## config.mk

```make
export PLATFORM = sky130hd
export DESIGN_NAME = ring_noc_stop
export DESIGN_NICKNAME = d
export VERILOG_FILES = /design/src/rtl/ring_noc_stop.sv
export SDC_FILE = /design/constraint.sdc
export NUM_CORES = 1
export LEC_CHECK = 0
export ABC_CLOCK_PERIOD_IN_PS = 3550
export BUFFER_PORTS_ARGS = -buffer_cell sky130_fd_sc_hd__buf_2
export CAP_MARGIN = 25
export CORE_ASPECT_RATIO = 1.1
export CORE_UTILIZATION = 30
export DETAILED_ROUTE_END_ITERATION = 12
export GPL_TIMING_DRIVEN = 1
export SLEW_MARGIN = 20
export SYNTH_ARGS = -nofsm -noshare
export SYNTH_HDL_FRONTEND = slang
export SYNTH_SLANG_ARGS = --single-unit
```

## constraint.sdc

```tcl
create_clock -name ACLK -period 3.55 [get_ports ACLK]
set_input_delay 0.1775 -clock ACLK [delete_from_list [all_inputs] [get_ports ACLK]]
set_output_delay 0.1775 -clock ACLK [all_outputs]
set_load 0.005 [all_outputs]
```

## src/rtl/ring_noc_stop.sv

```systemverilog
// Ring network stop: buffers local and ring flits in per-input FIFOs, routes each head
// flit by destination ID to loc_out (eject/loopback) or ring_out, with round-robin arbitration.
`timescale 1ns/1ps
module ring_noc_stop #(
  parameter int NODE_ID    = 8,
  parameter int FIFO_DEPTH = 4,
  parameter int FLIT_W     = 16
) (
  input  logic              ACLK,
  input  logic              ARESETn,
  input  logic [FLIT_W-1:0] loc_in_data,
  input  logic              loc_in_valid,
  output logic              loc_in_ready,
  input  logic [FLIT_W-1:0] ring_in_data,
  input  logic              ring_in_valid,
  output logic              ring_in_ready,
  output logic [FLIT_W-1:0] loc_out_data,
  output logic              loc_out_valid,
  input  logic              loc_out_ready,
  output logic [FLIT_W-1:0] ring_out_data,
  output logic              ring_out_valid,
  input  logic              ring_out_ready,
  output logic [15:0]       eject_cnt,
  output logic [15:0]       fwd_cnt
);
  localparam int AW = (FIFO_DEPTH > 1) ? $clog2(FIFO_DEPTH) : 1;
  localparam int CW = AW + 1;
  localparam logic [5:0] NODE_DEST = 6'(NODE_ID);

  // Input index 0 = ring FIFO (RQ), 1 = local FIFO (LQ); output index 0 = loc_out, 1 = ring_out.
  logic [FLIT_W-1:0] in_data  [2];
  logic [FLIT_W-1:0] head     [2];
  logic [FLIT_W-1:0] out_data [2];
  logic [15:0]       xfer_cnt [2];
  logic [1:0]        in_valid, in_ready, nonempty, is_local, pop;
  logic [1:0]        out_ready, out_valid, gnt_rq, gnt_lq;

  assign in_data[0]   = ring_in_data;
  assign in_data[1]   = loc_in_data;
  assign in_valid     = {loc_in_valid, ring_in_valid};
  assign ring_in_ready = in_ready[0];
  assign loc_in_ready  = in_ready[1];
  assign out_ready    = {ring_out_ready, loc_out_ready};
  assign pop[0]       = |gnt_rq;
  assign pop[1]       = |gnt_lq;

  genvar gi;
  generate
    for (gi = 0; gi < 2; gi++) begin : g_fifo
      logic [FLIT_W-1:0] mem [FIFO_DEPTH];
      logic [AW-1:0]     rd_ptr_reg, wr_ptr_reg;
      logic [CW-1:0]     count_reg, count_next;
      logic              ready_reg;
      logic              push;

      assign push       = in_valid[gi] && ready_reg;
      assign count_next = count_reg + CW'(push) - CW'(pop[gi]);

      always_ff @(posedge ACLK or negedge ARESETn) begin
        if (!ARESETn) begin
          rd_ptr_reg <= '0;
          wr_ptr_reg <= '0;
          count_reg  <= '0;
          ready_reg  <= 1'b0;
        end else begin
          if (push)    wr_ptr_reg <= wr_ptr_reg + 1'b1;
          if (pop[gi]) rd_ptr_reg <= rd_ptr_reg + 1'b1;
          count_reg <= count_next;
          ready_reg <= (count_next < CW'(FIFO_DEPTH));
        end
      end

      // Storage needs no reset: the count alone decides what is valid.
      always_ff @(posedge ACLK) begin
        if (push) mem[wr_ptr_reg] <= in_data[gi];
      end

      assign head[gi]     = mem[rd_ptr_reg];
      assign nonempty[gi] = (count_reg != '0);
      assign is_local[gi] = (head[gi][FLIT_W-1 -: 6] == NODE_DEST);
      assign in_ready[gi] = ready_reg;
    end

    for (gi = 0; gi < 2; gi++) begin : g_out
      localparam logic WANT_LOCAL = (gi == 0);
      logic              valid_reg, ptr_reg;
      logic [FLIT_W-1:0] data_reg;
      logic [15:0]       cnt_reg;
      logic              can_load, req_r, req_l;

      assign can_load = !valid_reg || out_ready[gi];
      assign req_r    = nonempty[0] && (is_local[0] == WANT_LOCAL);
      assign req_l    = nonempty[1] && (is_local[1] == WANT_LOCAL);
      // ptr_reg 0 favours the ring FIFO, 1 favours the local FIFO.
      assign gnt_rq[gi] = can_load && req_r && (!req_l || !ptr_reg);
      assign gnt_lq[gi] = can_load && req_l && (!req_r || ptr_reg);

      always_ff @(posedge ACLK or negedge ARESETn) begin
        if (!ARESETn) begin
          valid_reg <= 1'b0;
          data_reg  <= '0;
          ptr_reg   <= 1'b0;
          cnt_reg   <= '0;
        end else begin
          if (gnt_rq[gi] || gnt_lq[gi]) begin
            valid_reg <= 1'b1;
            data_reg  <= gnt_lq[gi] ? head[1] : head[0];
          end else if (out_ready[gi]) begin
            valid_reg <= 1'b0;
          end
          if (can_load && req_r && req_l) ptr_reg <= ~ptr_reg;
          if (valid_reg && out_ready[gi]) cnt_reg <= cnt_reg + 16'd1;
        end
      end

      assign out_valid[gi] = valid_reg;
      assign out_data[gi]  = data_reg;
      assign xfer_cnt[gi]  = cnt_reg;
    end
  endgenerate

  assign loc_out_valid  = out_valid[0];
  assign loc_out_data   = out_data[0];
  assign ring_out_valid = out_valid[1];
  assign ring_out_data  = out_data[1];
  assign eject_cnt      = xfer_cnt[0];
  assign fwd_cnt        = xfer_cnt[1];
endmodule

```

==> metrics <==
status finished, final reports clean; Fillers 2591; drc violations 0; TritonCTS buffer count 22; CP Class reg2reg; Worst EP required 3940 ps; estimated wirelength of the detail-placed design 11900 microns; max reg flops 128; first-pass GRT wire length 27200 microns; XOR/XNOR Fraction of Synth Area 0.0433; starting density of the core 0.305; Layout Utilization 0.380; first drt pass iteration count 4; antenna violations before repair 0; Syn Nets 567; synthesized flop and latch total 212; buffers added on ports 105; EDFF count, synth 128; DIE AREA 0.0290 sq mm; post-synthesis sequential area ratio 0.700; synth warn 0; static leakage 0.00435 uW; 1st-iter DRT viols 321; Max-cap violations 0; placed insts 977; Die Wd 162 microns; cell row count 64; Worst EP arrival 3790 ps; Setup violations, final 0; Period minus WS final 3390 ps; Routed wire per std cell 16.5 microns; CTS sink cnt 212; number of nets still failing antenna checks after routing 0; largest net degree at the start of global routing 69; Mapped Avg Cell Area 16.5 sq um; maximum net fanout on the critical path 6; TritonCTS clock tree done; routed vias/inst 4.48; maximum operating frequency 0.295 GHz; deepest clock path buffer count 3; Post-Synth Adder-Cell Area 0.0254; Slew Limit Fails 0; Pwr Density 776 mW/mm^2; # diodes 0; core area 0.0278 sq mm; GRT Residual Overflow 0; synthesized area 0.00849 sq mm; worst skew pair latency 510 ps; worst ir drop on vdd 0.398 mV; worst slew pin tran 910 ps; CTS root buf clkbuf_16; largest family of logic cells by synthesized area multiplexers; Post-Synth Simple-Gate Area 0.0666; Max-slew headroom 0.393; most frequent cells in the layout edfxtp_1 (128), buf_2 (104), dfrtp_1 (82); clk slew on worst S/H paths 60 ps; Hold Crit Class in2reg; Die Span Y 178 microns; H-tree depth 1; I/O Pins 106; final-report hold violation count 0; Final Non-Filler Cells 1053; Most flops, register g_fifo.mem; setup TNS 0 ps; top_reg_cell synth edfxtp_1; leading cell type in the layout, fill and taps excluded edfxtp_1; mux contribution to synthesized area 0.116; compound-cell area share of the yosys netlist 0.0265; final WL 17400 microns; vias in the first global route 4926; ys async rst share 0.396; vias 4718; Area growth syn-to-layout 24.5%; Final #Nets 728; period utilization 0.955; share of layout cells above drive strength 1 0.287; skew final 17.9 ps; startpoint class of the critical path flop; Critical Path End Type flop; Final GP Congestion 0.732; post-synth cell types 42; Cells after Synth 513; GRT Util Overall 0.122
[synth_stat cells, types with 3 or more instances]
cell type / count / share of area
edfxtp_1: 128 / 0.45
dfrtp_1: 84 / 0.25
mux4_2: 32 / 0.085
nor2_1: 30 / 0.013
xnor2_1: 28 / 0.029
a21oi_1: 23 / 0.014
inv_1: 22 / 0.0097
mux2i_1: 22 / 0.026
nand2_1: 19 / 0.0084
and3_1: 16 / 0.012
ha_1: 14 / 0.021
xor2_1: 14 / 0.014
nand3_1: 12 / 0.0071
clkbuf_1: 11 / 0.0049
nor2b_1: 8 / 0.0059
nand4_1: 5 / 0.0037
and2_1: 4 / 0.0029
mux2_2: 4 / 0.0053
buf_6: 3 / 0.0040
o221ai_1: 3 / 0.0031
or2_1: 3 / 0.0022
[path summary, 6_finish.rpt]
check                                   startpoint                 endpoint  slack, ps  cells after the start
min reg2reg                            fwd_cnt[15]              fwd_cnt[15]        470                      1
max                        g_fifo[0].rd_ptr_reg[0]   g_fifo[1].count_reg[2]        160                     12
max in group asynchronous                  ARESETn            eject_cnt[12]       2650                      4
min in group asynchronous                  ARESETn               fwd_cnt[0]         90                      2
min                                  ring_in_valid  g_fifo[0].wr_ptr_reg[0]         70                      3
max reg2reg                g_fifo[0].rd_ptr_reg[0]   g_fifo[1].count_reg[2]        160                     12
[metrics by stage]
stage	total power, uW	area [sq um]	hold WS, ps	worst slack, ps
2_1_floorplan	5160	8490	-118	77.0
6_report	8200	10600	65.6	159
4_1_cts	8310	10500	59.0	59.0
5_1_grt	8690	10600	104	-21.7
3_3_place_gp	6000	9490	377	148
3_5_place_dp	6040	9490	371	64.9
[worst max-delay path, stage by stage, from the launching register on]
cell and delay [ps]:
dfrtp_2 440, mux4_2 570, nor4b_4 350, nand3b_1 260
o2111ai_2 280, nand2_2 100, ha_1 280, inv_1 40
ha_1 180, fa_1 370, xnor2_1 180, xnor2_1 170
inv_1 60
[logic make-up (layout without fill, tap and decap cells)]
family | Yosys count | after routing
AOI/OAI and AO/OA | 36 | 36
xor gates and xnor gates | 42 | 42
buffers and inverters | 41 | 218
adders and majority gates | 16 | 16
muxes | 58 | 58
DFF | 212 | 212
and+or+nand+nor | 108 | 108
[timing repair]
action	4_1_cts	5_1_grt
setup buffers	0	2
endpoints found under the hold margin	195	0
hold buffers	33	0
setup endpoints to repair	0	4
gates resized for setup	0	5
[metal layers]
| metal | track usage | up-vias | part of all wire |
|---|---|---|---|
| met3 | 0.0260 | 21 | 0.053 |
| met4 | 0.0303 | 0 | 0.018 |
| met5 | 0 | - | 0 |
| li1 | - | 2220 | - |
| met1 | 0.158 | 2360 | 0.43 |
| met2 | 0.207 | 117 | 0.49 |
[report_power, final]
| group | switching, uW | leakage (uW) | internal, uW | total [uW] |
|---|---|---|---|---|
| combinational | 1270 | 0.00181 | 1180 | 2450 |
| sequential | 350 | 0.00220 | 3200 | 3550 |
| clock | 917 | 0.000335 | 1290 | 2210 |
| total | 2530 | 0.00435 | 5670 | 8200 |
[area by class of cell]
type / instances / area (sq um) / area share
clock buffers: 35 / 629 / 0.0595
clock inverters: 5 / 61.3 / 0.00580
inverters: 22 / 82.6 / 0.00781
multi-input cells: 260 / 2380 / 0.225
flip-flops and latches: 212 / 5950 / 0.563
well taps: 363 / 454 / 0.0430
repair buffers: 156 / 1020 / 0.0962
(Power assumes the default switching activity.)
